--- config.mk ---
export PLATFORM = sky130hd
export DESIGN_NAME = vga_timing_gen
export DESIGN_NICKNAME = d
export VERILOG_FILES = /design/src/rtl/vga_pkg.sv /design/src/rtl/vga_wrap_counter.sv /design/src/rtl/vga_timing_gen.sv
export SDC_FILE = /design/constraint.sdc
export NUM_CORES = 1
export LEC_CHECK = 0
export CAP_MARGIN = 30
export CORE_MARGIN = 10
export CORE_UTILIZATION = 65
export CTS_CLUSTER_DIAMETER = 150
export CTS_CLUSTER_SIZE = 24
export DETAILED_ROUTE_END_ITERATION = 16
export DONT_BUFFER_PORTS = 1
export HOLD_SLACK_MARGIN = 0.08
export PLACE_DENSITY = 0.81
export SETUP_SLACK_MARGIN = 0.3
export SKIP_LAST_GASP = 1
export SYNTH_ARGS = -nofsm -noshare
export SYNTH_HDL_FRONTEND = slang
export SYNTH_SLANG_ARGS = --single-unit
--- constraint.sdc ---
create_clock -name Clk -period 3.35 [get_ports Clk]
set_input_delay 0.67 -clock Clk [delete_from_list [all_inputs] [get_ports Clk]]
set_output_delay 0.67 -clock Clk [all_outputs]
set_load 0.02 [all_outputs]
--- src/rtl/vga_pkg.sv ---
// Shared timing defaults and coordinate type for the 640x480@60 VGA display path.
package vga_pkg;

   localparam int unsigned DEF_H_VISIBLE = 640;
   localparam int unsigned DEF_H_FRONT   = 16;
   localparam int unsigned DEF_H_SYNC    = 96;
   localparam int unsigned DEF_H_BACK    = 48;
   localparam int unsigned DEF_V_VISIBLE = 480;
   localparam int unsigned DEF_V_FRONT   = 10;
   localparam int unsigned DEF_V_SYNC    = 2;
   localparam int unsigned DEF_V_BACK    = 33;
   localparam int unsigned DEF_CLK_DIV   = 2;

   localparam int unsigned H_TOTAL = DEF_H_VISIBLE + DEF_H_FRONT + DEF_H_SYNC + DEF_H_BACK;
   localparam int unsigned V_TOTAL = DEF_V_VISIBLE + DEF_V_FRONT + DEF_V_SYNC + DEF_V_BACK;

   localparam int unsigned COORD_W = 10;
   typedef logic [COORD_W-1:0] coord_t;

   // Half-open window test lo <= v < hi, used for the sync pulse decodes.
   function automatic logic in_window(input coord_t v, input coord_t lo, input coord_t hi);
      return (v >= lo) && (v < hi);
   endfunction

endpackage

--- src/rtl/vga_wrap_counter.sv ---
// Modulo-N counter with enable; wrap_c flags the enabled step from N-1 back to 0.
module vga_wrap_counter #(
   parameter int unsigned N = 2,
   parameter int unsigned W = (N > 1) ? $clog2(N) : 1
) (
   input  logic         clk,
   input  logic         rst_n,
   input  logic         en,
   output logic [W-1:0] count,
   output logic         wrap_c
);

   localparam logic [W-1:0] LAST = W'(N - 1);

   if (N < 1) begin : g_bad_modulus
      $error("vga_wrap_counter: N must be at least 1");
   end

   assign wrap_c = en && (count == LAST);

   always_ff @(posedge clk or negedge rst_n) begin
      if (!rst_n) begin
         count <= '0;
      end else if (en) begin
         count <= wrap_c ? '0 : count + W'(1);
      end
   end

endmodule

--- src/rtl/vga_timing_gen.sv ---
// VGA raster timing generator: pixel enable divider, h/v counters, sync/blank decode.
// Define VGA_OUTPUT_REG_EN to register hs/vs/blank/DrawX/DrawY one pixel behind the counters.
module vga_timing_gen
   import vga_pkg::*;
#(
   parameter int unsigned H_VISIBLE = DEF_H_VISIBLE,
   parameter int unsigned H_FRONT   = DEF_H_FRONT,
   parameter int unsigned H_SYNC    = DEF_H_SYNC,
   parameter int unsigned H_BACK    = DEF_H_BACK,
   parameter int unsigned V_VISIBLE = DEF_V_VISIBLE,
   parameter int unsigned V_FRONT   = DEF_V_FRONT,
   parameter int unsigned V_SYNC    = DEF_V_SYNC,
   parameter int unsigned V_BACK    = DEF_V_BACK,
   parameter int unsigned CLK_DIV   = DEF_CLK_DIV
) (
   input  logic   Clk,
   input  logic   Reset_n,
   output logic   pixel_en,
   output logic   hs,
   output logic   vs,
   output logic   blank,
   output coord_t DrawX,
   output coord_t DrawY,
   output logic   frame_tick
);

   localparam int unsigned LINE_LEN    = H_VISIBLE + H_FRONT + H_SYNC + H_BACK;
   localparam int unsigned FRAME_LINES = V_VISIBLE + V_FRONT + V_SYNC + V_BACK;
   localparam int unsigned DIV_W       = (CLK_DIV > 1) ? $clog2(CLK_DIV) : 1;

   localparam coord_t H_VIS_END = coord_t'(H_VISIBLE);
   localparam coord_t HS_START  = coord_t'(H_VISIBLE + H_FRONT);
   localparam coord_t HS_END    = coord_t'(H_VISIBLE + H_FRONT + H_SYNC);
   localparam coord_t V_VIS_END = coord_t'(V_VISIBLE);
   localparam coord_t VS_START  = coord_t'(V_VISIBLE + V_FRONT);
   localparam coord_t VS_END    = coord_t'(V_VISIBLE + V_FRONT + V_SYNC);

   if (CLK_DIV < 1) begin : g_bad_div
      $error("vga_timing_gen: CLK_DIV must be at least 1");
   end
   if ((LINE_LEN > (1 << COORD_W)) || (FRAME_LINES > (1 << COORD_W))) begin : g_bad_geometry
      $error("vga_timing_gen: H_TOTAL and V_TOTAL must not exceed 1024");
   end

   logic [DIV_W-1:0] div_unused;
   coord_t           hc;
   coord_t           vc;
   logic             hc_wrap_c;
   logic             hs_c;
   logic             vs_c;
   logic             blank_c;

   // Pixel enable: divider wraps every CLK_DIV clocks (always high when CLK_DIV is 1).
   vga_wrap_counter #(.N(CLK_DIV), .W(DIV_W)) u_div (
      .clk    (Clk),
      .rst_n  (Reset_n),
      .en     (1'b1),
      .count  (div_unused),
      .wrap_c (pixel_en)
   );

   vga_wrap_counter #(.N(LINE_LEN), .W(COORD_W)) u_hcount (
      .clk    (Clk),
      .rst_n  (Reset_n),
      .en     (pixel_en),
      .count  (hc),
      .wrap_c (hc_wrap_c)
   );

   // Vertical wrap only happens on the last pixel of the last line, i.e. the frame tick.
   vga_wrap_counter #(.N(FRAME_LINES), .W(COORD_W)) u_vcount (
      .clk    (Clk),
      .rst_n  (Reset_n),
      .en     (hc_wrap_c),
      .count  (vc),
      .wrap_c (frame_tick)
   );

   assign hs_c    = !in_window(hc, HS_START, HS_END);
   assign vs_c    = !in_window(vc, VS_START, VS_END);
   assign blank_c = (hc < H_VIS_END) && (vc < V_VIS_END);

`ifdef VGA_OUTPUT_REG_EN
   // Pin-facing copies, one pixel behind the counters.
   always_ff @(posedge Clk or negedge Reset_n) begin
      if (!Reset_n) begin
         hs    <= 1'b1;
         vs    <= 1'b1;
         blank <= 1'b0;
         DrawX <= '0;
         DrawY <= '0;
      end else if (pixel_en) begin
         hs    <= hs_c;
         vs    <= vs_c;
         blank <= blank_c;
         DrawX <= hc;
         DrawY <= vc;
      end
   end
`else
   always_comb begin
      hs    = hs_c;
      vs    = vs_c;
      blank = blank_c;
      DrawX = hc;
      DrawY = vc;
   end
`endif

endmodule

==> impl_metrics.yaml <==
power:
  seqPwrFrac_pct: 66.7
  comb_power_share_pct: 1.4
  clock_power_share_pct: 31.9
  p_switching_uw: 79.6
  switching_share_pct: 20.9
  p_int_uw: 301
  power.leakage_nw: 0.532
  power_uw: 380
  ir_drop_mv: 0.268
  powerDensity_nw_per_um2: 309
cts:
  tritoncts: "yes"
  cts_resized: 0
  clock-sinks: 21
  cts_buffer_depth: 2
  post_cts_buffers: 0
  numCtsBuffers: 3
  clk_pin_slew_worst_paths_ns: 0.11
  cts_hold_buf: 1
  htreeDepth: 1
  clkLatencyLatePin_ns: 0.30
  ctsRootBufferMaster: "clkbuf_4"
timing:
  period_minus_slack_ns: 2.74
  relSlewSlack_pct: 38.3
  rsz0062_at_grt: "no"
  setup_tns_ns: 0
  hold_viol: 0
  worst_pin_slew_ns: 0.923
  slew_viol_final: 0
  skew_ns: 0.00179
  fmax_mhz: 364
  setup_viol: 0
  fin_ws_ns: 0.605
  fin_crit_sh_pct: 81.9
place:
  hpwlAfterDp_um: 1790
  pre_cts_ws_ns: 0.945
  io_buffers: 0
  place_congestion: 0.792
finish:
  layout_commonest_cell: "dfrtp_1"
  register_area_um2: 526
  mostFrequentLayoutCells: "dfrtp_1, nand3_1, xnor2_1"
  fillers: 145
  area_growth_pct: 5.02
  nets: 120
  insertedDiodeCount: 0
  drive_gt1_share_pct: 10.7
  multi_input_comb_area_um2: 614
die:
  die_h_um: 62.4
  die_w_um: 62.4
  dieArea_um2: 3900
  ioPinCount: 27
  coreArea_um2: 1730
  initial_core_util_pct: 67.8
  fp-row-count: 15
hold_path:
  worst_hold_path.num_cells: 1
  hold_class: "register to register"
run:
  drv_cap: 0
synth:
  ys_seq_area_share_pct: 44.9
  synth.area.top_cells: "dfrtp_1, xnor2_1, nand3_1, ha_1, nor4_4"
  synth_edf_count: 0
  netlist_area_um2: 1170
  syn_inst: 109
  synth_flop_cell: "dfrtp_1"
  synth_cell_types: 35
  syn_area_per_cell_um2: 10.7
  synth_area_leader_cell: "dfrtp_1"
  ys_ff_latch: 21
  synth_top_area_share_pct: 44.9
  synth_nets: 116
  postSynth.asyncResetShare_pct: 100
  yosys_warnings: 0
routing:
  routed_wl_um: 2410
  drc: 0
  vias: 834
  wl_per_cell_um: 17.6
  vias_per_cell: 6.09
  dr.first_iter.drc_count: 29
  postRouteAntennaNets: 0
  first_pass_iters: 6
setup_path:
  crit_type: "register to primary output"
  critPathLaunchType: "register"
  cp_max_fo: 10
  cp-end-kind: "primary output"
  arrival_ns: 2.07
  r2r_cells: 5
  crit_required_ns: 2.68
grt:
  antenna_found_initial: 0
  overflow: 0
  grt_max_degree: 22
  grt_pass1_vias: 820
  track_usage_pct: 12.8
  grt_pass1_wl_um: 4210
status:
  status: "completed"
==> final timing paths <==
check,start,slack (ns),end
max reg2reg,u_hcount.count[1]$_DFFE_PN0P_,1.38,u_vcount.count[9]$_DFFE_PN0N_
min,u_vcount.count[8]$_DFFE_PN0N_,0.68,u_vcount.count[8]$_DFFE_PN0N_
min reg2reg,u_vcount.count[8]$_DFFE_PN0N_,0.68,u_vcount.count[8]$_DFFE_PN0N_
max,u_hcount.count[1]$_DFFE_PN0P_,0.61,frame_tick
max in group asynchronous,Reset_n,1.85,u_vcount.count[2]$_DFFE_PN0N_
min in group asynchronous,Reset_n,0.94,u_vcount.count[8]$_DFFE_PN0N_
==> sequential cells by signal, summed over array words and instances, names as in the netlist <==
signal	flops
u_vcount.count	10
u_hcount.count	10
u_div.count	1
==> layout make-up <==
type / count / share of cell area [%]
Multi-Input combinational cell: 80 / 49.9
Sequential cell: 21 / 42.7
Clock buffer: 4 / 2.14
Tap cell: 25 / 2.54
Timing Repair Buffer: 1 / 0.814
Inverter: 6 / 1.83
==> kinds of logic after synthesis <==
group / Yosys count / synth area share, %
buffers and inverters: 8 / 2.67
AO/OA/AOI/OAI: 9 / 4.70
AND/OR/NAND/NOR: 53 / 32.7
adder cells (fa/ha/maj): 5 / 5.34
XOR/XNOR: 13 / 9.72
flip-flops: 21 / 44.9
==> per-stage QoR <==
stage	cells	cell area [um^2]	hold slack [ns]	utilization (%)
floorplan	109	1170	0.374	-
global placement	132	1190	0.375	69.1
detailed placement	132	1190	0.375	69.1
CTS	137	1230	0.685	71.2
global route	137	1230	0.713	71.2
finish	137	1230	0.679	71.2
==> critical path: stages (launching register included) <==
cell and delay [ns]:
dfrtp_1 0.52, ha_1 0.27, nand4_4 0.22, or3_4 0.50, nor2_4 0.26
==> per-layer routing <==
metal	track usage [%]	vias to the layer above	share of wire [%]
met1	16.3	394	44
met4	4.47	0	1.3
met3	5.38	8	9.2
li1	-	395	-
met5	0	-	0
met2	18.8	37	45
==> power by group through the flow <==
stage	registers [mW]	clock network (mW)	logic [mW]
floorplan	0.258	0	0.000000238
global placement	0.258	0	0.000000234
detailed placement	0.258	0	0.000000234
CTS	0.253	0.122	0.00587
global route	0.254	0.138	0.00650
finish	0.253	0.121	0.00541
==> synthesized netlist by cell type, types with 2 or more instances <==
library cell   n
and3_1         3
and4_1         2
dfrtp_1       21
ha_1           5
inv_1          6
nand2_1        3
nand3_1       13
nand4_1        2
nor2_1         8
nor3_1         4
nor4_1         2
nor4_4         2
o21ai_0        5
xnor2_1       10
xor2_1         3
Note: power is estimated with default switching activity, not from simulation.
